==> src/rtl/alu_pkg.sv <==
// ============================================================================
// Module      : alu_pkg
// Description : Shared opcodes, reset opcode and FSM state encoding for the
//               ALU arbiter.
// Revision    : 1.0 - initial release
// ============================================================================
`default_nettype none

package alu_pkg;

    localparam logic [2:0] c_OP_AND = 3'b000;
    localparam logic [2:0] c_OP_OR  = 3'b001;
    localparam logic [2:0] c_OP_ADD = 3'b010;
    localparam logic [2:0] c_OP_SUB = 3'b110;
    localparam logic [2:0] c_OP_SLL = 3'b111;
    localparam logic [2:0] c_OP_SRL = 3'b011;
    localparam logic [2:0] c_OP_SLT = 3'b100;
    localparam logic [2:0] c_OP_MUL = 3'b101;

    localparam logic [2:0] c_RST_OP = c_OP_ADD;

    typedef enum logic [1:0] {
        ST_IDLE = 2'b00,
        ST_EXEC = 2'b01,
        ST_RESP = 2'b10
    } arb_state_t;

endpackage : alu_pkg

`default_nettype wire

==> src/rtl/alu_arb_picker.sv <==
// ============================================================================
// Module      : alu_arb_picker
// Description : Combinational two-way grant selection. Round-robin on ties by
//               default; fixed priority to port 0 when ALU_ARB_FIXED_PRIO_EN
//               is defined.
// Revision    : 1.0 - initial release
// ============================================================================
`default_nettype none

module alu_arb_picker (
    input  logic i_valid0,
    input  logic i_valid1,
    input  logic i_last_grant,
    output logic o_grant,
    output logic o_grant_valid
);

    logic w_tie_grant;

`ifdef ALU_ARB_FIXED_PRIO_EN
    logic w_unused_last_grant;
    assign w_unused_last_grant = i_last_grant;
    assign w_tie_grant         = 1'b0;
`else
    // On a tie, the port that did not win last time goes next.
    assign w_tie_grant = ~i_last_grant;
`endif

    always_comb begin
        o_grant_valid = i_valid0 | i_valid1;
        o_grant       = 1'b0;
        if (i_valid0 && i_valid1) begin
            o_grant = w_tie_grant;
        end else begin
            o_grant = i_valid1;
        end
    end

endmodule : alu_arb_picker

`default_nettype wire

==> src/rtl/alu_arbiter.sv <==
// ============================================================================
// Module      : alu_arbiter
// Description : Shares one external combinational ALU between the core (port 0)
//               and UART (port 1) over valid/ready channels. Config macro:
//               ALU_ARB_FIXED_PRIO_EN (port 0 wins ties when defined).
// Revision    : 1.0 - initial release
// ============================================================================
`default_nettype none

module alu_arbiter
    import alu_pkg::*;
#(
    parameter int WIDTH = 32
) (
    input  logic             clk,
    input  logic             rst_n,

    input  logic             req0_valid,
    output logic             req0_ready,
    input  logic [WIDTH-1:0] req0_a,
    input  logic [WIDTH-1:0] req0_b,
    input  logic [2:0]       req0_sel,

    input  logic             req1_valid,
    output logic             req1_ready,
    input  logic [WIDTH-1:0] req1_a,
    input  logic [WIDTH-1:0] req1_b,
    input  logic [2:0]       req1_sel,

    output logic             rsp0_valid,
    input  logic             rsp0_ready,
    output logic [WIDTH-1:0] rsp0_result,
    output logic             rsp0_zero,

    output logic             rsp1_valid,
    input  logic             rsp1_ready,
    output logic [WIDTH-1:0] rsp1_result,
    output logic             rsp1_zero,

    output logic [WIDTH-1:0] alu_a,
    output logic [WIDTH-1:0] alu_b,
    output logic [2:0]       alu_sel,
    input  logic [WIDTH-1:0] alu_out,
    input  logic             alu_zero
);

    arb_state_t       r_state;
    arb_state_t       w_state_next;
    logic             r_owner;
    logic             r_last_grant;
    logic [WIDTH-1:0] r_alu_a;
    logic [WIDTH-1:0] r_alu_b;
    logic [2:0]       r_alu_sel;
    logic [WIDTH-1:0] r_result;
    logic             r_zero;

    logic             w_grant;
    logic             w_grant_valid;
    logic             w_idle;
    logic             w_handshake;
    logic             w_rsp_accept;

    alu_arb_picker u_picker (
        .i_valid0      (req0_valid),
        .i_valid1      (req1_valid),
        .i_last_grant  (r_last_grant),
        .o_grant       (w_grant),
        .o_grant_valid (w_grant_valid)
    );

    assign w_idle       = (r_state == ST_IDLE);
    assign req0_ready   = w_idle && w_grant_valid && !w_grant && req0_valid;
    assign req1_ready   = w_idle && w_grant_valid &&  w_grant && req1_valid;
    assign w_handshake  = req0_ready | req1_ready;
    assign w_rsp_accept = r_owner ? rsp1_ready : rsp0_ready;

    always_comb begin
        w_state_next = ST_IDLE;
        case (r_state)
            ST_IDLE: w_state_next = w_handshake ? ST_EXEC : ST_IDLE;
            ST_EXEC: w_state_next = ST_RESP;
            ST_RESP: w_state_next = w_rsp_accept ? ST_IDLE : ST_RESP;
            default: w_state_next = ST_IDLE;
        endcase
    end

    always_ff @(posedge clk) begin
        if (!rst_n) begin
            r_state      <= ST_IDLE;
            r_owner      <= 1'b0;
            r_last_grant <= 1'b1;
            r_alu_a      <= '0;
            r_alu_b      <= '0;
            r_alu_sel    <= c_RST_OP;
            r_result     <= '0;
            r_zero       <= 1'b0;
        end else begin
            r_state <= w_state_next;
            if (w_handshake) begin
                // req1_ready alone identifies the winner of this handshake.
                r_owner      <= req1_ready;
                r_last_grant <= req1_ready;
                r_alu_a      <= req1_ready ? req1_a   : req0_a;
                r_alu_b      <= req1_ready ? req1_b   : req0_b;
                r_alu_sel    <= req1_ready ? req1_sel : req0_sel;
            end
            if (r_state == ST_EXEC) begin
                r_result <= alu_out;
                r_zero   <= alu_zero;
            end
        end
    end

    assign alu_a       = r_alu_a;
    assign alu_b       = r_alu_b;
    assign alu_sel     = r_alu_sel;

    assign rsp0_valid  = (r_state == ST_RESP) && !r_owner;
    assign rsp1_valid  = (r_state == ST_RESP) &&  r_owner;
    assign rsp0_result = r_result;
    assign rsp1_result = r_result;
    assign rsp0_zero   = r_zero;
    assign rsp1_zero   = r_zero;

endmodule : alu_arbiter

`default_nettype wire

==> config.mk <==
export PLATFORM = sky130hd
export DESIGN_NAME = alu_arbiter
export DESIGN_NICKNAME = d
export VERILOG_FILES = /design/src/rtl/alu_pkg.sv /design/src/rtl/alu_arb_picker.sv /design/src/rtl/alu_arbiter.sv
export SDC_FILE = /design/constraint.sdc
export NUM_CORES = 1
export LEC_CHECK = 0
export CORE_AREA = 2 2 121 123
export DETAILED_ROUTE_END_ITERATION = 12
export DIE_AREA = 0 0 123 125
export GPL_ROUTABILITY_DRIVEN = 0
export PLACE_DENSITY = 0.79
export SYNTH_ARGS = -nofsm -noshare
export SYNTH_HDL_FRONTEND = slang
export SYNTH_SLANG_ARGS = --single-unit
==> constraint.sdc <==
create_clock -name clk -period 2.1 [get_ports clk]
set_input_delay 0.21 -clock clk [delete_from_list [all_inputs] [get_ports clk]]
set_output_delay 0.21 -clock clk [all_outputs]
set_load 0.01 [all_outputs]
After elaboration in Yosys (flattened, before gate mapping):

Index checks and enable logic that the tools add are counted.
Widths: inputs -> output; s select.

* flip-flop bits (word level): 104
* output and inout port bits: 137
* word-level logic and storage cells: 32

* equal/unequal tests: 2
* multiplexer cells: 8
* bitwise operators: 3
* reduce and logical (&&, ||, !) cells: 11

Operators by type and width (count)
* $mux 32: 2
* $logic_and 1x1->1: 8
* $pmux 2 s3: 1
* $mux 1: 3
* $mux 3: 1
* $eq 2x1->1 const B: 1
* $eq 2x2->1 const B: 1
* $logic_not 1->1: 2
* $logic_not 2->1: 1
* $mux 2: 1
* $or 1x1->1: 2
* $not 1->1: 1

Longest topological paths before layout:

Gate-level depths: netlist of run 1.

* word-level depth: 8
* gate-level depth with buffers: 5
* depth with buffers taken out: 3

By module:

A second synthesis of run 1 with hierarchy kept.

* cells, all modules: 450
* area, all modules: 4583.1 sq um

By module, submodules not included
* alu_arbiter: times used 1, cells each 448, area an instance 4569.4 sq um
* alu_arb_picker: times used 1, cells each 2, area an instance 13.8 sq um

Worst setup path before layout of run 1:

No wires, ideal clock.

* kind: reg-to-reg
* start: register r_state[1]
* end: register r_alu_a[0] (netlist: alu_a[0])
* setup time: 0.118 ns
* arrival: 1.461 ns
* setup slack: 0.521 ns
* stages on the path, launching flop included: 6
* period minus slack after synthesis: 1.579 ns
* cell sequence: dfxtp_1 -> or3b_4 -> buf_6 -> buf_6 -> or3_1 -> o2111a_1

* word-level cells in the longest chain between the ends: 5

Ends and longest elaborated chain
* start: declaration: RTL line alu_arbiter.sv:47 `arb_state_t r_state;`
* start signal: assignment: RTL line alu_arbiter.sv:98 `r_state <= w_state_next;`
* $logic_not 2->1 *: RTL line alu_arbiter.sv:71 `assign w_idle = (r_state == ST_IDLE);`
* $logic_and 1x1->1 *: RTL line alu_arbiter.sv:72, alu_arbiter.sv:73
* $logic_and 1x1->1 (on tied branches) (2 in series): RTL line alu_arbiter.sv:73, alu_arbiter.sv:72
* $mux 32 / $or 1x1->1 (equally long branches): RTL line alu_arbiter.sv:103, alu_arbiter.sv:74
* end signal: assignment: RTL line alu_arbiter.sv:103 `r_alu_a <= req1_ready ? req1_a : req0_a;`
* end: declaration: RTL line alu_arbiter.sv:51 `logic [WIDTH-1:0] r_alu_a;`

Mark *: on every way between the ends. The rest lies on a longest branch, timed or not.
A chain may end at the register's enable or synchronous reset.

Worst setup path after layout of run 1:

* start: register r_state[1]
* end: register r_alu_b[11] (netlist: alu_b[11])

* word-level cells in the longest chain between the ends: 5

Ends and longest elaborated chain
* $logic_not 2->1 *: RTL line alu_arbiter.sv:71
* $logic_and 1x1->1 *: RTL line alu_arbiter.sv:72, alu_arbiter.sv:73
* $logic_and 1x1->1 (on tied branches) (2 in series): RTL line alu_arbiter.sv:73, alu_arbiter.sv:72
* $mux 32 / $or 1x1->1 (equally long branches): RTL line alu_arbiter.sv:104, alu_arbiter.sv:74
* end signal: assignment: RTL line alu_arbiter.sv:104 `r_alu_b <= req1_ready ? req1_b : req0_b;`
* end: declaration: RTL line alu_arbiter.sv:52 `logic [WIDTH-1:0] r_alu_b;`

Marked as above.

==> reports/results.ini, run 1 <==
[status]
status=completed

[placed_design]
pre_cts_ws_ns=-0.0430
dp.cells=930
numPortBuffers=309
dpl.hpwl_mm=12.0

[timing]
period_needed_ns=1.89
setup_tns_ns=0
max_slew_margin_pct=67.2
post-route-period-util_pct=89.8
setup_slack_ns=0.215
finalSetupViolCount=0
finalMaxSlewViolations=0
final.setup_skew_ns=0.00624
rsz0062_at_grt=no
fmax_ghz=0.530
worst_slew_pin_slew_ns=0.492
hold_viol=0

[final_layout]
final_cell_mix=clkdlybuf4s50_1 (306), or3_1 (132), dfxtp_1 (104), nand2_1 (67), o2111a_1 (66)
drive_above_1_share_pct=4.20
num_antenna_cells=0
area_growth_pct=65.5
nets=930
instances_no_fill=945
mostFrequentLayoutCell=clkdlybuf4s50_1
post-route-util_pct=56.4

[critical_path]
max_stage_delay_ns=0.52
worstSetupPathType=reg2reg
critPathLaunchType=flop
worstPathMaxFanout=47
endpoint_kind=flop
timing.rr.start=r_state[1]$_SDFF_PN0_
crit_start=r_state[1]$_SDFF_PN0_
required_ns=2.33
crit_path_top_delay_cell=or3b_2
worstPathArrival_ns=2.11
path_delay_family=simple AND/OR/NAND/NOR gates
worstPathCellList=or3b_2 -> buf_4 -> or3_1 -> o2111a_1
path_buf_inv=1

[logic_synthesis]
synth_area_um2=4840
synth.distinct_cells=26
syn_nets=686
ys_warn_count=0
ys_ff_latch=104
syn_inst=513
syn_avg_cell_area_um2=9.44
seq_area_frac_synth_pct=43.0

[floorplanning]
ioPinCount=310
rows=44
start_util_pct=34.1
die_h_um=125
coreArea_um2=14200
design.die.area_um2=15400
die_w_um=123

[pwr]
worst_ir_drop_vdd_v=0.000529
pwr_density_cell_nw_per_um2=679
power_leakage_nw=2.81

[global_routing]
grt_overflow_total=0
grt_pass1_vias=5120
grt_max_degree=105
antenna_found_initial=0
gr-usage-all-layers_pct=21.3
grt_pass1_wl_mm=25.9

[clock_tree]
cts.reportedPaths.clkPinSlew_ns=0.07
h-tree-depth=3
cts_root_buffer=clkbuf_16
cts_buffer_depth=2
cts_hold_buffers=0
clock-sinks=104
clock_latency_ns=0.34
cts_buffers=9
cts_tree=done

[hold_path]
hold_start=rst_n
hold_class=in2reg

[route]
routed_wl_mm=16.6
firstDrtPassIters=4
drc=0
vias=4898
ant_nets=0
viasPerCell=5.18
drt_iter0_drc=240
wl_per_cell_um=17.6

[job]
drv_cap=0

==> Yosys cell counts <==
cell type	instances	share of area, %
clkbuf_1	40	3.1
nand3b_1	1	0.16
nor3_1	1	0.10
dfxtp_1	104	43
nor3b_1	1	0.16
o2111ai_1	1	0.18
or3b_1	3	0.54
and3b_1	1	0.18
mux2i_1	1	0.21
and2_0	1	0.13
buf_2	5	0.52
nor2_1	3	0.23
o211ai_1	1	0.16
buf_6	9	2.1
buf_4	34	5.3
a21boi_1	28	4.3
a21boi_0	6	0.93
nor2b_1	2	0.26
nand2b_1	1	0.13
or3_1	132	17
o21a_1	1	0.16
inv_1	1	0.077
or3b_4	1	0.23
nand2_1	67	5.2
and2_1	2	0.26
o2111a_1	66	15
==> worst min-delay path: cells and delay by family <==
family | cells | cell delay [ns]
buffers and inverters | 2 | 0.33
AOI/OAI and AO/OA | 1 | 0.12
==> cell families after synthesis <==
logic type	count (synthesis)	synth area share [%]
simple gates	216	24.6
flops	104	43.0
compound gates	103	21.1
buf+inv	89	11.1
mux	1	0.207
==> path summary, 6_finish.rpt <==
check,to,slack [ns],depth (start not counted)
worst max register to register,alu_b[11]$_SDFFE_PN0P_,0.21,4
worst min-delay path,alu_sel[1]$_SDFFE_PN1P_,0.39,3
worst min register to register,rsp0_result[14]$_SDFFE_PN0N_,0.47,2
worst max-delay path,alu_b[11]$_SDFFE_PN0P_,0.21,4
==> power breakdown <==
part           switching (mW)  internal (mW)
clock                   0.715          0.793
sequential              0.134           2.19
combinational           0.653          0.959
total                    1.50           3.94
==> sequential cells by signal, indices dropped and copies added, names as in the netlist <==
signal and count:
rsp0_zero 1, alu_a 32, alu_sel 3, r_state 2
r_last_grant 1, r_owner 1, rsp0_result 32, alu_b 32
==> layer usage <==
| metal | track usage (%) | share of wire [%] | up-vias |
|---|---|---|---|
| met5 | 0 | 0 | - |
| met4 | 8.82 | 2.6 | 0 |
| met3 | 7.53 | 11 | 31 |
| met2 | 38.2 | 51 | 228 |
| met1 | 22.3 | 36 | 2305 |
| li1 | - | - | 2334 |
==> cell type report <==
type / count / area, µm²
Clock inverter: 4 / 22.5
Inverter: 1 / 3.75
Fill cell: 1230 / 6190
Multi-Input combinational cell: 320 / 2240
Clock buffer: 11 / 233
Tap cell: 184 / 230
Timing Repair Buffer: 321 / 3200
Sequential cell: 104 / 2080
==> stage by stage <==
step / hold slack (ns) / area (µm²) / power (mW)
floorplan: 0.345 / 4840 / 3.07
global placement: 0.453 / 7760 / 3.95
detailed placement: 0.462 / 7760 / 4.00
CTS: 0.389 / 8010 / 5.52
global route: 0.423 / 8010 / 5.72
finish: 0.392 / 8010 / 5.44
==> what timing repair did <==
action                     CTS  global route
resized for setup            2             0
buffers inserted             0             0
setup endpoints to repair    2             0
(Power assumes the default switching activity.)
==> run 2, diff against run 1 <==
--- a/config.mk
+++ b/config.mk
@@ -9,7 +9,9 @@
 export DETAILED_ROUTE_END_ITERATION = 12
 export DIE_AREA = 0 0 123 125
 export GPL_ROUTABILITY_DRIVEN = 0
+export GPL_TIMING_DRIVEN = 0
 export PLACE_DENSITY = 0.79
+export SLEW_MARGIN = 5
 export SYNTH_ARGS = -nofsm -noshare
 export SYNTH_HDL_FRONTEND = slang
 export SYNTH_SLANG_ARGS = --single-unit
==> reports/results.ini, run 2 (same netlist as run 1, synthesis figures left out) <==
[timing]
period_needed_ns=1.97  ; +0.0895 ns
hold_viol=0  ; unchanged
rsz0062_at_grt=no
finalSetupViolCount=0  ; unchanged
fmax_ghz=0.506  ; -4.5%
post-route-period-util_pct=94.0  ; +4.3 points
worst_slew_pin_slew_ns=0.646  ; +0.154 ns
max_slew_margin_pct=56.6  ; -11 points
finalMaxSlewViolations=0  ; unchanged
final.setup_skew_ns=0.00558  ; -0.000665 ns

[clock_tree]
cts_root_buffer=clkbuf_16
clock_latency_ns=0.35  ; about the same
cts_buffer_depth=2  ; unchanged
cts_hold_buffers=0  ; unchanged
cts.reportedPaths.clkPinSlew_ns=0.07  ; about the same
cts_buffers=9  ; unchanged
clock-sinks=104  ; unchanged
cts_tree=done
h-tree-depth=3  ; unchanged

[route]
drt_iter0_drc=158  ; -34%
wl_per_cell_um=17.7  ; +0.65%
routed_wl_mm=18.2  ; +9.2%
viasPerCell=5.03  ; -3.0%
ant_nets=0  ; unchanged
drc=0  ; unchanged
vias=5153  ; +5.2%
firstDrtPassIters=6  ; +2

[hold_path]
hold_start=rst_n
hold_class=in2reg

[floorplanning]
coreArea_um2=14200  ; unchanged
die_w_um=123  ; unchanged
design.die.area_um2=15400  ; unchanged
start_util_pct=34.1  ; unchanged
die_h_um=125  ; unchanged
ioPinCount=310  ; unchanged
rows=44  ; unchanged

[final_layout]
mostFrequentLayoutCell=clkdlybuf4s50_1
nets=1009  ; +8.5%
final_cell_mix=clkdlybuf4s50_1 (306), or3_1 (132), dfxtp_1 (102), nand2_1 (67), o2111a_1 (66)
fin_area_um2=8500  ; +6.1%
num_antenna_cells=0  ; unchanged
drive_above_1_share_pct=8.68  ; +4.5 points
fillers=1285  ; +4.5%
area_growth_pct=75.5

[critical_path]
required_ns=1.89  ; -0.44 ns
critPathLaunchType=flop
crit_start=r_state[1]$_SDFF_PN0_
worstPathMaxFanout=10  ; -79%
worstPathArrival_ns=1.76  ; -0.35 ns
timing.rr.start=r_state[0]$_SDFF_PN0_
endpoint_kind=output port
worstSetupPathType=reg2out

[global_routing]
antenna_found_initial=0  ; unchanged
grt_max_degree=16  ; -85%
grt_overflow_total=0  ; unchanged
grt_pass1_wl_mm=27.6  ; +6.4%
gr-usage-all-layers_pct=23.2  ; +1.9 points
grt_pass1_vias=5118  ; -0.039%

[placed_design]
placed_area_um2=8160  ; +5.1%
dpl.hpwl_mm=13.9  ; +16%
numPortBuffers=308  ; -0.32%

[pwr]
worst_ir_drop_vdd_v=0.000385  ; -27%
power_leakage_nw=3.10  ; +10%
total_power_mw=5.79  ; +6.4%
pwr_density_cell_nw_per_um2=681  ; +0.32%

[job]
drv_cap=0  ; unchanged

[status]
status=completed

-- run 2: timing repair --
| item | 4_1_cts | 5_1_grt |
|---|---|---|
| cloned | 0 | 0 |
| endpoints found under the setup margin | 3 | 2 |
| resized for setup | 4 | 4 |
| setup buffers | 0 | 5 |
| pin swaps | 0 | 1 |
-- run 2: power breakdown --
part | total (mW) | switching, mW | internal [mW]
clock network | 1.73 | 0.738 | 0.987
registers | 2.32 | 0.131 | 2.19
logic | 1.74 | 0.699 | 1.05
total | 5.79 | 1.57 | 4.22
-- run 2: area by class of cell --
class / count / area, µm² / share of cell area [%]
plain buffers: 87 / 531 / 6.24
clock buffers: 13 / 260 / 3.06
clock inverters: 3 / 40.0 / 0.471
inverters: 1 / 3.75 / 0.0442
multi-input cells: 320 / 2230 / 26.2
flip-flops and latches: 104 / 2080 / 24.5
well taps: 184 / 230 / 2.71
repair buffers: 313 / 3120 / 36.7
-- run 2: metrics by stage --
step | setup TNS (ns) | std cells | worst slack (ns) | hold slack, ns | util (%)
after global routing | 0 | 1025 | 0.00933 | 0.270 | 59.8
after detailed placement | -7.19 | 1005 | -0.359 | 0.463 | 57.4
after floorplan | 0 | 513 | 0.521 | 0.345 | -
after global placement | -6.48 | 1005 | -0.272 | 0.457 | 57.4
final | 0 | 1025 | 0.126 | 0.245 | 59.8
after CTS | -0.0902 | 1020 | -0.0902 | 0.236 | 59.5
-- run 2: final timing paths --
| kind | endpoint | depth (start not counted) | slack [ns] |
|---|---|---|---|
| worst max register to register | alu_b[28]$_SDFFE_PN0P_ | 6 | 0.22 |
| worst max-delay path | req0_ready | 5 | 0.13 |
| worst min register to register | rsp0_result[11]$_SDFFE_PN0N_ | 2 | 0.47 |
| worst min-delay path | rsp0_result[19]$_SDFFE_PN0N_ | 2 | 0.25 |
-- run 2: layer usage --
metal	global-route usage, %	routed length [µm]
met1	25.5	6930
met2	41.0	9040
met4	8.62	433
met3	7.48	1770
met5	0	0
-- run 2: critical path, cell delays in order, from the launching register on --
cell,delay [ns]
dfxtp_2,0.36
or3b_1,0.37
buf_4,0.18
buf_6,0.14
nor2_1,0.09
dlygate4sd2_1,0.27
